**config.mk**
```make
export PLATFORM = sky130hd
export DESIGN_NAME = target_tracker
export DESIGN_NICKNAME = d
export VERILOG_FILES = /design/src/rtl/target_tracker_pkg.sv /design/src/rtl/target_tracker_slot_select.sv /design/src/rtl/target_tracker.sv
export SDC_FILE = /design/constraint.sdc
export NUM_CORES = 2
export LEC_CHECK = 0
export BUFFER_PORTS_ARGS = -buffer_cell sky130_fd_sc_hd__buf_2
export CAP_MARGIN = 20
export CORE_ASPECT_RATIO = 0.75
export CORE_UTILIZATION = 59
export DETAILED_ROUTE_END_ITERATION = 10
export PLACE_DENSITY_LB_ADDON = 0.1
export RECOVER_POWER = 100
export SYNTH_ARGS = -nofsm -noshare
export SYNTH_HDL_FRONTEND = slang
export SYNTH_HIERARCHICAL = 1
export SYNTH_SLANG_ARGS = --single-unit
```
**constraint.sdc**
```tcl
create_clock -name clk_in -period 18.35 [get_ports clk_in]
set_clock_uncertainty 0.05 [all_clocks]
set_input_delay 3.67 -clock clk_in [delete_from_list [all_inputs] [get_ports clk_in]]
set_output_delay 3.67 -clock clk_in [all_outputs]
set_load 0.02 [all_outputs]
```
**src/rtl/target_tracker_pkg.sv**
```systemverilog
// target_pkg: shared types for the frame-level target tracker.
//   slot_t   - one working/committed target slot
//   state_t  - frame control FSM states
//   PKG_*    - field widths of slot_t, derived from the default screen size.
//              The tracker's parameters must keep XW/YW/SCORE_W/HIT_W equal
//              to these so the slot storage matches the port widths.
package target_pkg;

    localparam int SCREEN_WIDTH_DEF  = 1280;
    localparam int SCREEN_HEIGHT_DEF = 720;
    localparam int PKG_XW            = $clog2(SCREEN_WIDTH_DEF) + 1;
    localparam int PKG_YW            = $clog2(SCREEN_HEIGHT_DEF) + 1;
    localparam int PKG_SCORE_W       = 11;
    localparam int PKG_HIT_W         = 6;

    typedef struct packed {
        logic                   valid;
        logic [PKG_XW-1:0]      x;
        logic [PKG_YW-1:0]      y;
        logic [PKG_YW-1:0]      diam;
        logic [PKG_SCORE_W-1:0] score;
        logic [PKG_HIT_W-1:0]   hits;
    } slot_t;

    typedef enum logic [1:0] {
        COLLECT = 2'd0,
        DRAIN   = 2'd1,
        COMMIT  = 2'd2
    } state_t;

endpackage

```
**src/rtl/target_tracker_slot_select.sv**
```systemverilog
// slot_select: combinational slot priority logic for the tracker.
//   match_vec   in  per-slot "valid and inside gate"
//   free_vec    in  per-slot "slot unused"
//   score_vec   in  per-slot stored score
//   match_found/match_idx  out  lowest-index gated slot
//   free_found/free_idx    out  lowest-index free slot
//   worst_idx              out  highest score, lowest index on ties
module slot_select
    import target_pkg::*;
#(
    parameter int  N  = 4,
    localparam int IW = (N > 1) ? $clog2(N) : 1
)(
    input  logic [N-1:0]                  match_vec,
    input  logic [N-1:0]                  free_vec,
    input  logic [N-1:0][PKG_SCORE_W-1:0] score_vec,
    output logic                          match_found,
    output logic [IW-1:0]                 match_idx,
    output logic                          free_found,
    output logic [IW-1:0]                 free_idx,
    output logic [IW-1:0]                 worst_idx
);

    logic [PKG_SCORE_W-1:0] worst_score;

    // Scan from the top so the lowest set index is the last one written.
    always_comb begin
        match_found = 1'b0;
        match_idx   = '0;
        free_found  = 1'b0;
        free_idx    = '0;
        for (int i = N - 1; i >= 0; i--) begin
            if (match_vec[i]) begin
                match_found = 1'b1;
                match_idx   = IW'(i);
            end
            if (free_vec[i]) begin
                free_found = 1'b1;
                free_idx   = IW'(i);
            end
        end
    end

    // Strict compare keeps the earlier slot on equal scores.
    always_comb begin
        worst_idx   = '0;
        worst_score = score_vec[0];
        for (int i = 1; i < N; i++) begin
            if (score_vec[i] > worst_score) begin
                worst_score = score_vec[i];
                worst_idx   = IW'(i);
            end
        end
    end

endmodule

```
**src/rtl/target_tracker.sv**
```systemverilog
// target_tracker: clusters per-row marker detections into NUM_TARGETS slots
// using a squared-distance gate and commits a stable target table per frame.
//   clk_in, rst_in (async, active-high)
//   det_valid_in/det_ready_out  detection handshake
//   det_x_in/det_y_in/det_diam_in/det_score_in  detection fields
//   frame_end_in       one-cycle frame close pulse
//   xcount_out/ycount_out/diameter_out/hits_out/valid_out  committed table
//   frame_valid_out    high for the cycle the committed table is new
//   dropped_out        detections dropped in the last committed frame
//
// state   | meaning
// COLLECT | accepting detections, one in flight at a time
// DRAIN   | frame closed, waiting for the in-flight detection to land
// COMMIT  | committed table freshly loaded, working table already cleared
module target_tracker
    import target_pkg::*;
#(
    parameter int  NUM_TARGETS   = 4,
    parameter int  SCREEN_WIDTH  = SCREEN_WIDTH_DEF,
    parameter int  SCREEN_HEIGHT = SCREEN_HEIGHT_DEF,
    parameter int  SCORE_W       = PKG_SCORE_W,
    parameter int  MIN_HITS      = 2,
    parameter int  HIT_W         = PKG_HIT_W,
    localparam int XW            = $clog2(SCREEN_WIDTH) + 1,
    localparam int YW            = $clog2(SCREEN_HEIGHT) + 1
)(
    input  logic                              clk_in,
    input  logic                              rst_in,
    input  logic                              det_valid_in,
    output logic                              det_ready_out,
    input  logic [XW-1:0]                     det_x_in,
    input  logic [YW-1:0]                     det_y_in,
    input  logic [YW-1:0]                     det_diam_in,
    input  logic [SCORE_W-1:0]                det_score_in,
    input  logic                              frame_end_in,
    output logic [NUM_TARGETS-1:0][XW-1:0]    xcount_out,
    output logic [NUM_TARGETS-1:0][YW-1:0]    ycount_out,
    output logic [NUM_TARGETS-1:0][YW-1:0]    diameter_out,
    output logic [NUM_TARGETS-1:0][HIT_W-1:0] hits_out,
    output logic [NUM_TARGETS-1:0]            valid_out,
    output logic                              frame_valid_out,
    output logic [7:0]                        dropped_out
);

    localparam int IW = $clog2(NUM_TARGETS);
    localparam int DW = 2 * XW + 1;
    localparam logic [PKG_HIT_W-1:0] MIN_HITS_V = PKG_HIT_W'(MIN_HITS);
    localparam logic [PKG_HIT_W-1:0] HIT_MAX    = '1;

    state_t state_q, state_d;
    logic   commit_go;
    logic   accept;

    logic                              s1_valid_q, s1_valid_d;
    logic [XW-1:0]                     s1_x_q, s1_x_d;
    logic [YW-1:0]                     s1_y_q, s1_y_d;
    logic [YW-1:0]                     s1_diam_q, s1_diam_d;
    logic [SCORE_W-1:0]                s1_score_q, s1_score_d;
    logic [NUM_TARGETS-1:0][DW-1:0]    dist_q, dist_d;
    logic [DW-1:0]                     gate_q, gate_d;

    slot_t [NUM_TARGETS-1:0]           tbl_q, tbl_d;
    logic [7:0]                        drop_q, drop_d;

    logic [NUM_TARGETS-1:0][XW-1:0]    x_out_q, x_out_d;
    logic [NUM_TARGETS-1:0][YW-1:0]    y_out_q, y_out_d;
    logic [NUM_TARGETS-1:0][YW-1:0]    diam_out_q, diam_out_d;
    logic [NUM_TARGETS-1:0][HIT_W-1:0] hits_out_q, hits_out_d;
    logic [NUM_TARGETS-1:0]            valid_out_q, valid_out_d;
    logic [7:0]                        dropped_q, dropped_d;
    logic                              fv_q, fv_d;

    logic [NUM_TARGETS-1:0]                  match_vec;
    logic [NUM_TARGETS-1:0]                  free_vec;
    logic [NUM_TARGETS-1:0][PKG_SCORE_W-1:0] score_vec;
    logic                                    match_found;
    logic                                    free_found;
    logic [IW-1:0]                           match_idx;
    logic [IW-1:0]                           free_idx;
    logic [IW-1:0]                           worst_idx;
    slot_t                                   upd_slot;
    slot_t                                   new_slot;

    // Full-precision squared distance; absolute differences keep the
    // operands unsigned so the squares never wrap.
    function automatic logic [DW-1:0] dist_sq(
        input logic [XW-1:0] ax,
        input logic [XW-1:0] bx,
        input logic [YW-1:0] ay,
        input logic [YW-1:0] by
    );
        logic [XW-1:0]   dx;
        logic [YW-1:0]   dy;
        logic [2*XW-1:0] dx2;
        logic [2*YW-1:0] dy2;
        dx  = (ax >= bx) ? (ax - bx) : (bx - ax);
        dy  = (ay >= by) ? (ay - by) : (by - ay);
        dx2 = (2*XW)'(dx) * (2*XW)'(dx);
        dy2 = (2*YW)'(dy) * (2*YW)'(dy);
        return DW'(dx2) + DW'(dy2);
    endfunction

    // Ready only when stage 2 is empty: caps throughput at one detection per
    // two cycles and guarantees the table seen at handshake is up to date.
    assign det_ready_out = !rst_in && (state_q == COLLECT) && !s1_valid_q;
    assign accept        = det_valid_in && det_ready_out;

    always_comb begin
        state_d   = state_q;
        commit_go = 1'b0;
        case (state_q)
            COLLECT: if (frame_end_in) state_d = DRAIN;
            DRAIN: begin
                if (!s1_valid_q) begin
                    state_d   = COMMIT;
                    commit_go = 1'b1;
                end
            end
            COMMIT:  state_d = COLLECT;
            default: state_d = COLLECT;
        endcase
    end

    // Stage 1: capture the detection and its distances to the current table.
    always_comb begin
        s1_valid_d = accept;
        s1_x_d     = s1_x_q;
        s1_y_d     = s1_y_q;
        s1_diam_d  = s1_diam_q;
        s1_score_d = s1_score_q;
        dist_d     = dist_q;
        gate_d     = gate_q;
        if (accept) begin
            s1_x_d     = det_x_in;
            s1_y_d     = det_y_in;
            s1_diam_d  = det_diam_in;
            s1_score_d = det_score_in;
            gate_d     = DW'((2*YW)'(det_diam_in) * (2*YW)'(det_diam_in));
            for (int i = 0; i < NUM_TARGETS; i++) begin
                dist_d[i] = dist_sq(det_x_in, tbl_q[i].x, det_y_in, tbl_q[i].y);
            end
        end
    end

    always_comb begin
        match_vec = '0;
        free_vec  = '0;
        score_vec = '0;
        for (int i = 0; i < NUM_TARGETS; i++) begin
            match_vec[i] = tbl_q[i].valid && (dist_q[i] <= gate_q);
            free_vec[i]  = !tbl_q[i].valid;
            score_vec[i] = tbl_q[i].score;
        end
    end

    slot_select #(
        .N (NUM_TARGETS)
    ) u_slot_select (
        .match_vec   (match_vec),
        .free_vec    (free_vec),
        .score_vec   (score_vec),
        .match_found (match_found),
        .match_idx   (match_idx),
        .free_found  (free_found),
        .free_idx    (free_idx),
        .worst_idx   (worst_idx)
    );

    // Stage 2: merge / allocate / evict / drop.
    always_comb begin
        tbl_d    = tbl_q;
        drop_d   = drop_q;
        new_slot = '{valid: 1'b1, x: s1_x_q, y: s1_y_q, diam: s1_diam_q,
                     score: s1_score_q, hits: PKG_HIT_W'(1)};
        upd_slot = tbl_q[match_idx];
        if (upd_slot.hits != HIT_MAX) begin
            upd_slot.hits = upd_slot.hits + PKG_HIT_W'(1);
        end
        // Only a strictly better score moves the slot; ties keep the old fix.
        if (s1_score_q < upd_slot.score) begin
            upd_slot.x     = s1_x_q;
            upd_slot.y     = s1_y_q;
            upd_slot.diam  = s1_diam_q;
            upd_slot.score = s1_score_q;
        end
        if (commit_go) begin
            tbl_d  = '0;
            drop_d = '0;
        end else if (s1_valid_q) begin
            if (match_found) begin
                tbl_d[match_idx] = upd_slot;
            end else if (free_found) begin
                tbl_d[free_idx] = new_slot;
            end else if (s1_score_q < tbl_q[worst_idx].score) begin
                tbl_d[worst_idx] = new_slot;
            end else if (drop_q != 8'hFF) begin
                drop_d = drop_q + 8'd1;
            end
        end
    end

    // The committed table loads on the edge entering COMMIT, so
    // frame_valid_out and the new data appear in the same cycle.
    always_comb begin
        x_out_d     = x_out_q;
        y_out_d     = y_out_q;
        diam_out_d  = diam_out_q;
        hits_out_d  = hits_out_q;
        valid_out_d = valid_out_q;
        dropped_d   = dropped_q;
        fv_d        = commit_go;
        if (commit_go) begin
            dropped_d = drop_q;
            for (int i = 0; i < NUM_TARGETS; i++) begin
                x_out_d[i]     = tbl_q[i].x;
                y_out_d[i]     = tbl_q[i].y;
                diam_out_d[i]  = tbl_q[i].diam;
                hits_out_d[i]  = tbl_q[i].hits;
                valid_out_d[i] = tbl_q[i].valid && (tbl_q[i].hits >= MIN_HITS_V);
            end
        end
    end

    always_ff @(posedge clk_in or posedge rst_in) begin
        if (rst_in) begin
            state_q     <= COLLECT;
            s1_valid_q  <= 1'b0;
            s1_x_q      <= '0;
            s1_y_q      <= '0;
            s1_diam_q   <= '0;
            s1_score_q  <= '0;
            dist_q      <= '0;
            gate_q      <= '0;
            tbl_q       <= '0;
            drop_q      <= '0;
            x_out_q     <= '0;
            y_out_q     <= '0;
            diam_out_q  <= '0;
            hits_out_q  <= '0;
            valid_out_q <= '0;
            dropped_q   <= '0;
            fv_q        <= 1'b0;
        end else begin
            state_q     <= state_d;
            s1_valid_q  <= s1_valid_d;
            s1_x_q      <= s1_x_d;
            s1_y_q      <= s1_y_d;
            s1_diam_q   <= s1_diam_d;
            s1_score_q  <= s1_score_d;
            dist_q      <= dist_d;
            gate_q      <= gate_d;
            tbl_q       <= tbl_d;
            drop_q      <= drop_d;
            x_out_q     <= x_out_d;
            y_out_q     <= y_out_d;
            diam_out_q  <= diam_out_d;
            hits_out_q  <= hits_out_d;
            valid_out_q <= valid_out_d;
            dropped_q   <= dropped_d;
            fv_q        <= fv_d;
        end
    end

    assign xcount_out      = x_out_q;
    assign ycount_out      = y_out_q;
    assign diameter_out    = diam_out_q;
    assign hits_out        = hits_out_q;
    assign valid_out       = valid_out_q;
    assign dropped_out     = dropped_q;
    assign frame_valid_out = fv_q;

endmodule

```
==> run_results.csv <==
group,metric,value,unit
synthesis,netlist_top_cells_area,"fa_1 24%, dfrtp_1 20%, ha_1 15%",
critical_path,worst_path_dominant_cell_family,"compound AO/OA/AOI/OAI gates",
floorplan,initial_core_util,59.7,%
critical_path,cp.required,18.90,ns
floorplan,die_area,0.117,sq mm
global_route,overflow,0,
placed_design,dp.final_hpwl,162000,um
routing,wire_per_inst,22.4,um
synthesis,synth_cell_type_count,92,
critical_path,cp_slowest_cell,"clkbuf_1",
routing,routed_wl,204000,um
timing,hold_viol_final,0,
critical_path,slowest_delay,2.65,ns
global_route,grt_max_degree,213,
floorplan,rows,107,
placed_design,port_buffers,222,
timing,period_share,79.5,%
placed_design,place_congestion,1.02,
critical_path,critical_path_depth,34,
placed_design,placed_cells,8984,
clock_tree,tritoncts,"done",
global_route,grt_pass1_vias,54200,
timing,slew_headroom,-521,%
timing,setup_violations,0,
clock_tree,hold_buffers,0,
cells_and_area,syn_to_final_growth,6.61,%
global_route,grt_antenna_before_repair,14,
timing,slew_viol_final,1207,
critical_path,critPathCaptureType,"flop",
clock_tree,clk_latency,0.73,ns
clock_tree,post_cts_resized,0,
clock_tree,cts_buffers,60,
routing,firstDrtPassIters,6,
synthesis,ys_ff_latch,557,
synthesis,synth-edff-count,0,
global_route,grt_pass1_wl,321000,um
floorplan,die_h,296,um
timing,worst_slew_pin_slew,9.32,ns
synthesis,yosysSeqAreaShare,20.5,%
cells_and_area,fin_nets,9206,
floorplan,dieWidth,394,um
clock_tree,root_buffer,"clkbuf_16",
synthesis,synth_top_area_share,24.1,%
floorplan,io_pins,223,
critical_path,setup.worst_path.class,"reg2reg",
global_route,grt_usage,35.6,%
critical_path,start_kind,"flop",
clock_tree,htreeDepth,2,
critical_path,cp_max_fo,45,
critical_path,arrival,15.14,ns
clock_tree,cts_sinks,557,
routing,vias,54100,
timing,fin_tns_setup,0,ns
outcome,status,"finished, violations left",
cells_and_area,fin_cells,9106,
flow_run,drv_cap,15,
timing,maxClockFrequency,68.5,MHz
synthesis,synth_area,0.0681,sq mm
critical_path,cp_num_buf_inv,4,
synthesis,synth.avg_cell_area,9.19,sq um
clock_tree,clock_path_buffers,3,
synthesis,synthFlopType,"dfrtp_1",
synthesis,synthTopCellsByCount,"1,370 x inv_1, 840 x nand2_1, 821 x fa_1",
clock_tree,cts.reportedPaths.clkPinSlew,0.06,ns
routing,drt-initial-drc-count,5411,
synthesis,yosysTopAreaCell,"fa_1",
outcome,violations,"capacitance limit, slew limit",
worst_hold_path,worstHoldPathCells,1,
critical_path,r2r_cells,34,
floorplan,core_area,0.114,sq mm
synthesis,synthArstFlopShare,100,%
routing,drc,0,
routing,antenna_left,0,
cells_and_area,drive_gt1_share,5.75,%
synthesis,yosys_warnings,6,
clock_tree,post-cts-setup-buffers,0,
synthesis,yosysMostFrequentCell,"inv_1",
timing,min_period,14.59,ns
timing,rsz0062_at_grt,"false",
worst_hold_path,min_path_type,"reg2reg",
routing,via_per_inst,5.94,
synthesis,synthCells,7412,
==> kinds of logic after synthesis <==
| logic type | synth area share (%) |
|---|---|
| adders and majority gates | 39.1 |
| AOI/OAI and AO/OA | 12.9 |
| xor gates and xnor gates | 2.43 |
| DFF | 20.5 |
| muxes | 3.44 |
| buffers and inverters | 9.28 |
| and+or+nand+nor | 12.4 |
| other | 0.00550 |
==> routing by layer <==
metal | vias to the layer above | wire, um | GRT usage, %
li1 | 24400 | - | -
met1 | 27000 | 88600 | 51.4
met2 | 2401 | 88000 | 52.8
met3 | 346 | 21300 | 9.23
met4 | 6 | 6220 | 9.99
met5 | - | 180 | 0.933
==> registers in the layout, summed over array words and instances, names as in the netlist, 2 cells and up <==
| signal | count |
|---|---|
| dist_q | 100 |
| state_q | 2 |
| ycount_out | 44 |
| diameter_out | 44 |
| gate_q | 20 |
| tbl_q | 164 |
| s1_score_q | 11 |
| drop_q | 8 |
| s1_diam_q | 11 |
| s1_x_q | 12 |
| xcount_out | 48 |
| dropped_out | 8 |
| valid_out | 4 |
| score_vec | 44 |
| s1_y_q | 11 |
| hits_out | 24 |
==> worst reg2reg max path: cells and delay by family, from the launching register on <==
kind / cells / cell delay [ns]
AOI/OAI and AO/OA: 12 / 5.41
muxes: 3 / 1.03
and+or+nand+nor: 11 / 3.24
buffers and inverters: 4 / 2.99
DFF: 1 / 0.41
adders and majority gates: 4 / 1.37
==> layout by cell type (no fill, tap or decap), drive strengths merged, types with 105 or more instances in the layout <==
master,count
inv,1378
nand2,840
fa,821
ha,815
dfrtp,557
nor2,444
o21ai,416
a21oi,300
clkbuf,279
a21o,155
buf,125
xnor2,107
nand2b,105
==> through the flow <==
stage | util [%] | setup slack [ns] | hold WS (ns) | area [sq um]
6_report | 63.7 | 3.76 | 0.401 | 72600
5_1_grt | 63.7 | 2.20 | 0.427 | 72600
4_1_cts | 64.0 | 4.89 | 0.401 | 73000
3_5_place_dp | 62.2 | 4.23 | 0.392 | 71000
3_3_place_gp | 62.2 | 4.42 | 0.396 | 71000
2_1_floorplan | - | 6.04 | 0.378 | 68100
==> area by class of cell <==
class / count / area, sq um
tap: 1526 / 1910
inverter: 1384 / 5200
sequential: 557 / 13900
multi-input combinational: 5197 / 48000
fill: 9809 / 41400
clock inverter: 29 / 362
antenna: 9 / 22.5
clock buffer: 83 / 1680
timing repair buffer: 321 / 1580
==> worst paths after layout <==
check                                           from                        end  slack (ns)
min reg2reg                   state_q[1]$_DFFE_PP0P_     state_q[0]$_DFFE_PP0P_        0.40
max                        score_vec[10]$_DFFE_PP0P_  score_vec[37]$_DFFE_PP0P_        3.76
min in group asynchronous                     rst_in     tbl_q[194]$_DFFE_PP0P_        3.21
min                           state_q[1]$_DFFE_PP0P_     state_q[0]$_DFFE_PP0P_        0.40
max reg2reg                score_vec[10]$_DFFE_PP0P_  score_vec[37]$_DFFE_PP0P_        3.76
max in group asynchronous                     rst_in     tbl_q[146]$_DFFE_PP0P_        4.27
Power is left out: the tool's default activity adds up to more than one toggle a clock period on the data nets, which glitch-free logic cannot reach.
